### src/rtl/bus_scheduler_if.sv
// Scheduler-to-requester bus bundle: CPU run/grant, video and SPI request/grant,
// wishbone done/timeout and the slot counter for debug capture.
interface bus_scheduler_if #(
   parameter int PERIOD = 64
);
   logic                      cpu_run_i;
   logic                      cpu_grant_o;
   logic                      video_req_i;
   logic                      video_gnt_o;
   logic                      spi_req_i;
   logic                      spi_gnt_o;
   logic                      wb_done_i;
   logic [$clog2(PERIOD)-1:0] slot_count_o;
   logic                      wb_timeout_o;

   modport master (
      input  cpu_run_i, video_req_i, spi_req_i, wb_done_i,
      output cpu_grant_o, video_gnt_o, spi_gnt_o, slot_count_o, wb_timeout_o
   );

   modport slave (
      output cpu_run_i, video_req_i, spi_req_i, wb_done_i,
      input  cpu_grant_o, video_gnt_o, spi_gnt_o, slot_count_o, wb_timeout_o
   );
endinterface

### src/rtl/bus_scheduler.sv
// Fixed-period slot scheduler: one CPU grant at count 0, then video/SPI wishbone grants one cycle after
// an in-window IDLE request; requests simply wait (no backpressure) while BUSY or outside the window.
module bus_scheduler #(
   parameter int PERIOD   = 64,
   parameter int CPU_SLOT = 14,
   parameter int WB_MAX   = 5
) (
   input  logic            sys_clock_i,
   input  logic            sys_reset_i,
   bus_scheduler_if.master bus
);
   localparam int CW = $clog2(PERIOD);
   localparam int BW = (WB_MAX > 1) ? $clog2(WB_MAX) : 1;

   localparam logic [CW-1:0] LAST      = CW'(PERIOD - 1);
   localparam logic [CW-1:0] WIN_LO    = CW'(CPU_SLOT);
   localparam logic [CW-1:0] WIN_HI    = CW'(PERIOD - WB_MAX);
   localparam logic [CW-1:0] STARVE_AT = CW'(PERIOD - WB_MAX + 1);
   localparam logic [BW-1:0] BUSY_LAST = BW'(WB_MAX - 1);

   typedef enum logic {
      IDLE,
      BUSY
   } state_t;

   state_t          state_q, state_d;
   logic [CW-1:0]   count_q, count_nxt;
   logic [BW-1:0]   busy_cnt_q;
   logic            run_q;
   logic            starved_q;
   logic            spi_got_q;
   logic            timeout_q;
   logic            vid_gnt_q, spi_gnt_q;
   logic            vid_gnt_d, spi_gnt_d;
   logic            in_win, done_ok, expire, can_grant;

   always_comb begin
      count_nxt = (count_q == LAST) ? '0 : count_q + 1'b1;
      // The window is judged on the count the grant pulse will actually appear in.
      in_win    = (count_nxt >= WIN_LO) && (count_nxt <= WIN_HI);
      done_ok   = (state_q == BUSY) && bus.wb_done_i;
      expire    = (state_q == BUSY) && (busy_cnt_q == BUSY_LAST);
      // The grant cycle itself never frees the bus: the requester's req is still stale there.
      can_grant = (state_q == IDLE) || ((done_ok || expire) && (busy_cnt_q != '0));
      spi_gnt_d = can_grant && in_win && bus.spi_req_i && (starved_q || !bus.video_req_i);
      vid_gnt_d = can_grant && in_win && bus.video_req_i && !spi_gnt_d;

      state_d = state_q;
      if (spi_gnt_d || vid_gnt_d) begin
         state_d = BUSY;
      end else if (done_ok || expire) begin
         state_d = IDLE;
      end
   end

   always_ff @(posedge sys_clock_i) begin
      if (sys_reset_i) begin
         state_q    <= IDLE;
         count_q    <= '0;
         busy_cnt_q <= '0;
         run_q      <= 1'b0;
         starved_q  <= 1'b0;
         spi_got_q  <= 1'b0;
         timeout_q  <= 1'b0;
         vid_gnt_q  <= 1'b0;
         spi_gnt_q  <= 1'b0;
      end else begin
         state_q   <= state_d;
         count_q   <= count_nxt;
         vid_gnt_q <= vid_gnt_d;
         spi_gnt_q <= spi_gnt_d;

         if (count_q == LAST) begin
            run_q <= bus.cpu_run_i;
         end

         if (spi_gnt_d || vid_gnt_d) begin
            busy_cnt_q <= '0;
         end else if (state_q == BUSY) begin
            busy_cnt_q <= busy_cnt_q + 1'b1;
         end

         if (expire && !bus.wb_done_i) begin
            timeout_q <= 1'b1;
         end

         // Starvation is judged just after the last possible grant cycle of the window.
         if (spi_gnt_d) begin
            starved_q <= 1'b0;
         end else if ((count_q == STARVE_AT) && bus.spi_req_i && !spi_got_q) begin
            starved_q <= 1'b1;
         end

         if (count_q == STARVE_AT) begin
            spi_got_q <= 1'b0;
         end else if (spi_gnt_d) begin
            spi_got_q <= 1'b1;
         end
      end
   end

   assign bus.cpu_grant_o  = run_q && (count_q == '0);
   assign bus.video_gnt_o  = vid_gnt_q;
   assign bus.spi_gnt_o    = spi_gnt_q;
   assign bus.slot_count_o = count_q;
   assign bus.wb_timeout_o = timeout_q;
endmodule
### src/flat_wrapper.sv
// flat-port wrapper written by rule: the top's interface ports become plain ports
module bus_scheduler_flat 
#(
   parameter int PERIOD   = 64,
   parameter int CPU_SLOT = 14,
   parameter int WB_MAX   = 5
)
  (sys_clock_i, sys_reset_i, bus_cpu_run_i, bus_video_req_i, bus_spi_req_i, bus_wb_done_i, bus_cpu_grant_o, bus_video_gnt_o, bus_spi_gnt_o, bus_slot_count_o, bus_wb_timeout_o);
  bus_scheduler_if #(.PERIOD(PERIOD)) bus_i ();
  input  logic sys_clock_i;
  input  logic sys_reset_i;
  input wire logic [$bits(bus_i.cpu_run_i)-1:0] bus_cpu_run_i;
  input wire logic [$bits(bus_i.video_req_i)-1:0] bus_video_req_i;
  input wire logic [$bits(bus_i.spi_req_i)-1:0] bus_spi_req_i;
  input wire logic [$bits(bus_i.wb_done_i)-1:0] bus_wb_done_i;
  output wire logic [$bits(bus_i.cpu_grant_o)-1:0] bus_cpu_grant_o;
  output wire logic [$bits(bus_i.video_gnt_o)-1:0] bus_video_gnt_o;
  output wire logic [$bits(bus_i.spi_gnt_o)-1:0] bus_spi_gnt_o;
  output wire logic [$bits(bus_i.slot_count_o)-1:0] bus_slot_count_o;
  output wire logic [$bits(bus_i.wb_timeout_o)-1:0] bus_wb_timeout_o;
  assign bus_i.cpu_run_i = bus_cpu_run_i;
  assign bus_i.video_req_i = bus_video_req_i;
  assign bus_i.spi_req_i = bus_spi_req_i;
  assign bus_i.wb_done_i = bus_wb_done_i;
  assign bus_cpu_grant_o = bus_i.cpu_grant_o;
  assign bus_video_gnt_o = bus_i.video_gnt_o;
  assign bus_spi_gnt_o = bus_i.spi_gnt_o;
  assign bus_slot_count_o = bus_i.slot_count_o;
  assign bus_wb_timeout_o = bus_i.wb_timeout_o;
  bus_scheduler #(.PERIOD(PERIOD), .CPU_SLOT(CPU_SLOT), .WB_MAX(WB_MAX)) u_core (.sys_clock_i(sys_clock_i), .sys_reset_i(sys_reset_i), .bus(bus_i));
endmodule
### config.mk
export PLATFORM = sky130hd
export DESIGN_NAME = bus_scheduler_flat
export DESIGN_NICKNAME = d
export VERILOG_FILES = /design/src/rtl/bus_scheduler_if.sv /design/src/rtl/bus_scheduler.sv /design/src/flat_wrapper.sv
export SDC_FILE = /design/constraint.sdc
export NUM_CORES = 1
export LEC_CHECK = 0
export ABC_CLOCK_PERIOD_IN_PS = 2240
export CAP_MARGIN = 20
export CORE_MARGIN = 1.5
export CORE_UTILIZATION = 45
export CTS_CLUSTER_DIAMETER = 200
export CTS_CLUSTER_SIZE = 8
export DETAILED_ROUTE_END_ITERATION = 8
export GPL_TIMING_DRIVEN = 0
export MAX_ROUTING_LAYER = met4
export PLACE_DENSITY_LB_ADDON = 0.1
export SYNTH_ARGS = -nofsm -noshare
export SYNTH_HDL_FRONTEND = slang
export SYNTH_SLANG_ARGS = --single-unit
### constraint.sdc
create_clock -name sys_clock_i -period 2.24 [get_ports sys_clock_i]
set_input_delay 0.448 -clock sys_clock_i [delete_from_list [all_inputs] [get_ports sys_clock_i]]
set_output_delay 0.448 -clock sys_clock_i [all_outputs]
set_load 0.005 [all_outputs]
After elaboration in Yosys (flattened, before gate mapping)
Index checks and enable logic that the tools add are counted.
{ "word_totals": {"output_inout_bits": 10, "word_cells": 47, "input_bits": 6, "regBits": 16} }
{ "op_classes": {"reduce_logical": 27, "n_mux": 3, "n_eq_ne": 3, "n_lt_le_gt_ge": 2, "n_bitwise": 1, "addsub": 2} }
{ "ops": {"columns": ["operator", "n"], "rows": [
  ["$logic_and 1x1->1", 13],
  ["$eq 6x6->1 const B", 2],
  ["$add 6x1->6 const B", 1],
  ["$ge 6x4->1 const B", 1],
  ["$le 6x6->1 const B", 1],
  ["$logic_not 6->1", 1],
  ["$mux 6", 1],
  ["$reduce_or 2->1", 3],
  ["$logic_not 1->1", 4],
  ["$logic_or 1x1->1", 4],
  ["$add 3x1->3 const B", 1],
  ["$eq 3x3->1 const B", 1],
  ["$reduce_bool 3->1", 1],
  ["$mux 1", 2],
  ["$reduce_bool 2->1", 1],
  ["$not 1->1", 1]
]} }

Logic depth before layout (Yosys ltp)
Gate-level depths: netlist of run 1.
{ "logic_depth": {"ltp_word": 12, "mapped_depth": 7, "ltp_nobuf": 6} }

Worst setup path after synthesis of run 1
Ideal clock, no wire load.
{ "synth_path": {"kind": "reg2reg", "start": "reg u_core.count_q[1] (netlist: u_core.bus.slot_count_o[1])", "end": "reg u_core.busy_cnt_q[0]", "setup_time_ps": 91, "path_buffers": 1, "path_stages_with_launch": 7, "synth_period_minus_slack_ps": 1624, "required_time_ps": 2149, "arrival_ps": 1533, "slack_ps": 616, "path_cell_list": "dfxtp_1 > ha_1 > buf_2 > nand2b_1 > a211o_1 > and2_4 > a311oi_1"} }
{ "synth_between": {"elab_chain_len": 11, "elab_cells_between_ends": 14, "cone_classes": "add/sub: 1; order compare: 2; eq/ne: 1; mux: 1; reduce/logical: 9"} }
{ "synth_lines": {"columns": ["item", "line", "text"], "rows": [
  ["from (decl)", "bus_scheduler.sv:27", "logic [CW-1:0] count_q, count_nxt;"],
  ["from (signal assigned)", "bus_scheduler.sv:69", "count_q <= count_nxt;"],
  ["$add 6x1->6 or $eq 6x6->1 (tied branches)", "bus_scheduler.sv:38", "count_nxt = (count_q == LAST) ? '0 : count_q + 1'b1;"],
  ["$mux 6 *", "bus_scheduler.sv:38", null],
  ["$ge 6x4->1 or $le 6x6->1 (tied branches)", "bus_scheduler.sv:40", "in_win = (count_nxt >= WIN_LO) && (count_nxt <= WIN_HI);"],
  ["$logic_and 1x1->1 *", "bus_scheduler.sv:40", null],
  ["$logic_and 1x1->1 *", "bus_scheduler.sv:45, bus_scheduler.sv:46", null],
  ["$logic_and 1x1->1 (2 in a row)", "bus_scheduler.sv:45", "spi_gnt_d = can_grant && in_win && bus.spi_req_i && (starved_q || !bus.video_req_i);"],
  ["$logic_not 1->1", "bus_scheduler.sv:46", "vid_gnt_d = can_grant && in_win && bus.video_req_i && !spi_gnt_d;"],
  ["$logic_and 1x1->1", "bus_scheduler.sv:46", null],
  ["$logic_or 1x1->1 *", "bus_scheduler.sv:77", "if (spi_gnt_d || vid_gnt_d) begin"],
  ["$reduce_or 2->1 (no line) *", null, null],
  ["to (signal assigned)", "bus_scheduler.sv:80", "busy_cnt_q <= busy_cnt_q + 1'b1;"],
  ["to (decl)", "bus_scheduler.sv:28", "logic [BW-1:0] busy_cnt_q;"]
]} }
Every way passes the cells marked *; elsewhere a longest branch is shown, timed or not.
A chain may end at the register's enable or synchronous reset.

Worst setup path in the final report of run 1
{ "layout_path": {"start": "reg u_core.count_q[0] (netlist: u_core.bus.slot_count_o[0])", "end": "out bus_cpu_grant_o"} }
{ "layout_between": {"elab_chain_len": 2} }
{ "layout_lines": {"columns": ["item", "line", "text"], "rows": [
  ["$logic_not 6->1", "bus_scheduler.sv:102", "assign bus.cpu_grant_o = run_q && (count_q == '0);"],
  ["$logic_and 1x1->1", "bus_scheduler.sv:102", null],
  ["to (decl)", "flat_wrapper.sv:16", "output wire logic [$bits(bus_i.cpu_grant_o)-1:0] bus_cpu_grant_o;"]
]} }
No other way between the ends.

==> run metrics, run 1 <==
adder-cell area share of the yosys netlist=0.06676; mux cell area share after synthesis=0.01068; Slew Limit Fails=0; TNS Setup=0 ns; ANT nets after route=0; CTS tree=done; largest net degree at the start of global routing=11; Post-DP HPWL=around 1.5 mm; root buffer cell=clkbuf_4; H-tree Lvls=1; Max rail drop VDD=0.3747 mV; count of cell types in the netlist=41; Seq/Total Area, Yosys=0.3418; main area contributors after synthesis=dfxtp_1 34%, ha_1 6.7%, nand2_1 4.0%, a311oi_1 3.7%, inv_1 2.8%; FMAX=487.5 MHz; Hold Crit Class=flip-flop to flip-flop; RSZ-0062 raised after global routing=false; Slew @ Worst Pin=between 0.4 and 0.5 ns; crit path max-delay cell type=dfxtp_1; total number of vias=835; Longest Clk Path Bufs=2; Setup crit end kind=output pin; fin cells=approximately 150; post-cts repair resize count=2; Die Span X=48.64 microns; crit path kind=flip-flop to output pin; top cells by count, synth=16 x dfxtp_1, 10 x nand2_1, 7 x inv_1, 6 x nor2_1, 5 x ha_1; Ports=16; Die ar.=0.002365 sq mm; number of global-route vias before repair=779; initial antenna violation count=0; number of flops mapped to enable cells by yosys=0; syn avg cell area=9.011 sq um; largest family of logic cells by synthesized area=simple AND/OR/NAND/NOR gates; Area growth syn-to-layout=22.56%; Critical path origin=u_core.bus.slot_count_o[0]; Pwr Density=451.2 mW/mm^2; status=complete, no violations; count leader, synth=dfxtp_1; Final nets=135; # setup viols final=0; Post-CTS Setup Bufs=0; clock skew=a little over 0.009 ns; R2R Setup Slk=0.39 ns; end of the critical path=bus_cpu_grant_o; CTS sink cnt=16; worst setup margin=roughly 0.19 ns; top_reg_cell synth=dfxtp_1; # DRC=0; multi-input logic area=555.5 sq um; flops & latches, synth=16; Congestion Overflow GR=0; total CTS buffers=3; Worst Hold Margin=0.4742 ns; total iterations of the first detailed-routing run=4; Filler Cell Count=217; first-pass GRT wire length=3.339 mm; # port buffers=15; Syn Inst Count=104; register area=320.3 sq um; gr usage total=0.1820; clock-pin slew on the worst setup and hold paths=0.10 ns; layout cells sized above 1=0.1557; Tmin final=2.051 ns; number of DRC markers in iteration 0=15; length in cells of the worst reg-to-reg path=6; Hold Buf Count CTS=0; reg-to-reg endpoint=u_core.starved_q; fin crit share=0.9157; max-cap viol count=0; Synth Area in Simple Gates=0.2417; slew margin rel.=0.6955; # diodes=0; # rows=16; Core ar.=just under 0.002 sq mm; worst-path fanout max=8; Synth Cell Area=937.1 sq um; crit path DAT=1.60 ns; CP max stage delay=~0.36 ns; post-place setup slack=~0.16 ns; post-synthesis xor/xnor area fraction=0.02804; Final Hold Viols=0; Async SR Flop Fraction=0; DIE HEIGHT=48.64 microns; Starting Density=0.4777; top cell type's share of synthesized area=0.3418; P_leak=0.4167 nW; RR Startpoint=u_core.bus.slot_count_o[1]; Clk Latency, worst-skew pair=just under 0.3 ns; global placer's final weighted congestion=0.8243; Post-Syn Nets=115; YS warnings=0; area leader, netlist=dfxtp_1; placed instance count=146; Via density=between 5 and 6; startpoint types=flip-flop; Synth Area in Compound Gates=0.2390; CP cell instances=buf_6 > inv_1 > ha_1 > nand2_1 > nor4b_2 > dlygate4sd2_1; required time worst endpoint=1.79 ns; aggregate routed wire length=between 1.5 and 2 mm; Wirelength per Cell=13.13 microns
==> state kept, by name, indices dropped and copies added (netlist names) <==
name / cells
u_core.bus.slot_count_o: 6
u_core.bus.spi_gnt_o: 1
u_core.bus.video_gnt_o: 1
u_core.bus.wb_timeout_o: 1
u_core.busy_cnt_q: 3
u_core.run_q: 1
u_core.spi_got_q: 1
u_core.starved_q: 1
u_core.state_q: 1
==> layout by cell type, fill, tap and decap left out, types with 4 or more instances in the layout <==
cell,Yosys,routed
a21oi_1,4,4
clkdlybuf4s50_1,0,14
ha_1,5,5
inv_1,7,7
nor2b_1,4,4
dfxtp_1,16,16
a311oi_1,4,4
o21ai_0,4,4
nand2_1,10,10
nor2_1,6,6
==> kinds of logic (layout without fill, tap and decap cells) <==
kind of cell / count (synthesis) / in the layout
AO/OA/AOI/OAI: 26 / 26
XOR/XNOR: 3 / 3
adder cells (fa/ha/maj): 5 / 5
buffers and inverters: 13 / 31
flip-flops: 16 / 16
multiplexers: 1 / 1
AND/OR/NAND/NOR: 40 / 40
==> worst max-delay path, delay by kind of cell (launching register included) <==
| family | cells | cell delay [ns] |
|---|---|---|
| DFF | 1 | 0.36 |
| buffers and inverters | 3 | 0.45 |
| and+or+nand+nor | 2 | 0.33 |
| adders and majority gates | 1 | 0.18 |
==> metrics by stage <==
stage | util | total power [W] | area (sq um)
2_1_floorplan | - | 0.0003413 | 937.1
3_3_place_gp | 0.5714 | 0.0003706 | 1121
3_5_place_dp | 0.5714 | 0.0003719 | 1121
4_1_cts | 0.5855 | 0.0005224 | 1149
5_1_grt | 0.5855 | 0.0005382 | 1149
6_report | 0.5855 | 0.0005183 | 1149
==> worst min path at each step <==
stage | start | end | cells past startpoint
4_1_cts | u_core.bus.wb_timeout_o | u_core.bus.wb_timeout_o | 2
3_3_place_gp | u_core.spi_got_q | u_core.spi_got_q | 2
3_5_place_dp | u_core.bus.wb_timeout_o | u_core.bus.wb_timeout_o | 2
6_report | u_core.bus.wb_timeout_o | u_core.bus.wb_timeout_o | 2
5_1_grt | u_core.spi_got_q | u_core.spi_got_q | 2
2_1_floorplan | u_core.spi_got_q | u_core.spi_got_q | 2
==> layer usage <==
layer / global-route usage / up-vias / part of all wire
li1: - / 414 / -
met1: 0.2263 / 389 / 0.45
met2: 0.2991 / 26 / 0.48
met3: 0.04012 / 6 / 0.052
met4: 0.04762 / 0 / 0.015
met5: - / - / 0
==> power by group <==
part / internal [W] / switching, W
Sequential: 0.000289 / 0.00000869
Clock: 0.0000625 / 0.0000895
Combinational: 0.0000341 / 0.0000346
Total: 0.000385 / 0.000133
==> cell type report <==
type                       count  area share
clock buffer                   3     0.01961
buffer                         6     0.03595
tap                           27     0.02941
timing repair buffer          15      0.1296
inverter                       7     0.02288
multi-input combinational     75      0.4837
sequential                    16      0.2789
Power figures use the tool's default switching activity.
==> inputs of run 2 (changes only) <==
SETUP_SLACK_MARGIN = 0.1   (was not set)
==> results of run 2 <==
No change in the layout: final DEF, timing and power equal those of run 1.
==> edit: new RTL, flow settings as in run 2 <==
`PERIOD` is set to 64 in 3 places; all go to 32.
--- a/src/rtl/bus_scheduler_if.sv
+++ b/src/rtl/bus_scheduler_if.sv
@@ -1,7 +1,7 @@
 // Scheduler-to-requester bus bundle: CPU run/grant, video and SPI request/grant,
 // wishbone done/timeout and the slot counter for debug capture.
 interface bus_scheduler_if #(
-   parameter int PERIOD = 64
+   parameter int PERIOD = 32
 );
    logic                      cpu_run_i;
    logic                      cpu_grant_o;
--- a/src/rtl/bus_scheduler.sv
+++ b/src/rtl/bus_scheduler.sv
@@ -1,7 +1,7 @@
 // Fixed-period slot scheduler: one CPU grant at count 0, then video/SPI wishbone grants one cycle after
 // an in-window IDLE request; requests simply wait (no backpressure) while BUSY or outside the window.
 module bus_scheduler #(
-   parameter int PERIOD   = 64,
+   parameter int PERIOD   = 32,
    parameter int CPU_SLOT = 14,
    parameter int WB_MAX   = 5
 ) (
--- a/src/flat_wrapper.sv
+++ b/src/flat_wrapper.sv
@@ -1,7 +1,7 @@
 // flat-port wrapper written by rule: the top's interface ports become plain ports
 module bus_scheduler_flat 
 #(
-   parameter int PERIOD   = 64,
+   parameter int PERIOD   = 32,
    parameter int CPU_SLOT = 14,
    parameter int WB_MAX   = 5
 )
Interface: changed (resized bus_slot_count_o); port bits go from 16 to 15. No check against the original RTL was run, so the function may have changed too.
==> edit against run 2 <==
Final cell count is 13% lower; largest power group unchanged; total power is 2.1% lower; maximum frequency hardly changed; sequential cell count is 1 lower; sequential share of layout area is 0.75 points higher; critical endpoint unchanged; area after synthesis is 10% lower; final area is 8.0% lower; worst setup slack hardly changed; wire length is 16% lower; worst hold slack better by 0.0072 ns; die area is 9.5% lower.
==> edit: results <==
metrics = {
    "outcome": {
        "outcome": "finished clean",
    },
    "global_route": {
        "grt_util_all_layers_pct": 19.0,
        "use_met2_pct": 28.1,
    },
    "sta": {
        "skew_ns": 0.00353,
        "tightestPinTransition_ns": 0.518,
    },
    "detailed_routing": {
        "met1_length_microns": 774,
        "wl_met2_microns": 761,
        "drt-initial-drc-count": 12,
    },
    "layout": {
        "fill_cells": 158,
        "fin_nets": 120,
        "layout-drive-gt1-share_pct": 17.1,
    },
    "power": {
        "vdd_drop_max_mv": 0.351,
        "leakagePower_uw": 0.000381,
    },
    "synth": {
        "synth_nets": 101,
        "ys_types": 34,
        "synth_common_cells": "dfxtp_1, nor2_1, ha_1",
        "yosys-top-cells-area": "dfxtp_1, ha_1, nor2_1",
        "syn_inst": 87,
    },
    "critical_path": {
        "reg2reg_to": "u_core.busy_cnt_q[2]",
        "regToRegSetupSlack_ns": 0.24,
        "r2r-start": "u_core.bus.slot_count_o[0]",
        "crit_path_max_fanout": 7,
    },
    "placed_design": {
        "place_congestion": 0.783,
        "dp_hpwl_microns": 1240,
        "place_inst": 126,
    },
}
edit: worst max-delay path, stage by stage (launching register included):
cell and delay (ns):
dfxtp_2 0.39, inv_1 0.07, ha_1 0.20, and4b_1 0.20
clkdlybuf4s50_1 0.44
edit: kinds of logic after synthesis:
group / share of synthesized area [%]
AOI/OAI and AO/OA: 19.5
adders and majority gates: 11.9
DFF: 35.7
xor gates and xnor gates: 3.12
buffers and inverters: 4.16
muxes: 6.98
and+or+nand+nor: 18.7
edit: layout make-up:
type                    count  area [sq um]  area share (%)
inverters                   7          26.3            2.49
multi-input cells          63           522            49.3
plain buffers               2          8.76           0.828
well taps                  25          31.3            2.96
clock buffers               4          26.3            2.49
flip-flops and latches     15           303            28.6
repair buffers             14           140            13.3
edit: power groups by stage:
| stage | sequential (uW) | clock [uW] | combinational, uW |
|---|---|---|---|
| finish | 278 | 159 | 70.5 |
| global route | 280 | 178 | 76.3 |
| CTS | 278 | 165 | 66.8 |
| detailed placement | 284 | 0 | 65.9 |
| global placement | 284 | 0 | 64.9 |
| floorplan | 283 | 0 | 37.0 |
edit: worst max-delay path by stage:
stage,start,end,slack (ns),cells past startpoint
6_report,u_core.bus.slot_count_o[0],bus_cpu_grant_o,0.19,4
5_1_grt,u_core.bus.slot_count_o[0],u_core.busy_cnt_q[2],0.11,7
4_1_cts,u_core.bus.slot_count_o[0],u_core.busy_cnt_q[2],0.17,6
3_5_place_dp,u_core.bus.slot_count_o[0],u_core.busy_cnt_q[1],0.15,6
3_3_place_gp,u_core.bus.slot_count_o[0],u_core.busy_cnt_q[1],0.17,6
2_1_floorplan,u_core.bus.slot_count_o[0],u_core.busy_cnt_q[1],0.33,6
edit: through the flow:
stage               area (sq um)  power, uW
finish                      1060        508
global route                1060        534
CTS                         1040        510
detailed placement          1010        350
global placement            1010        349
floorplan                    842        320
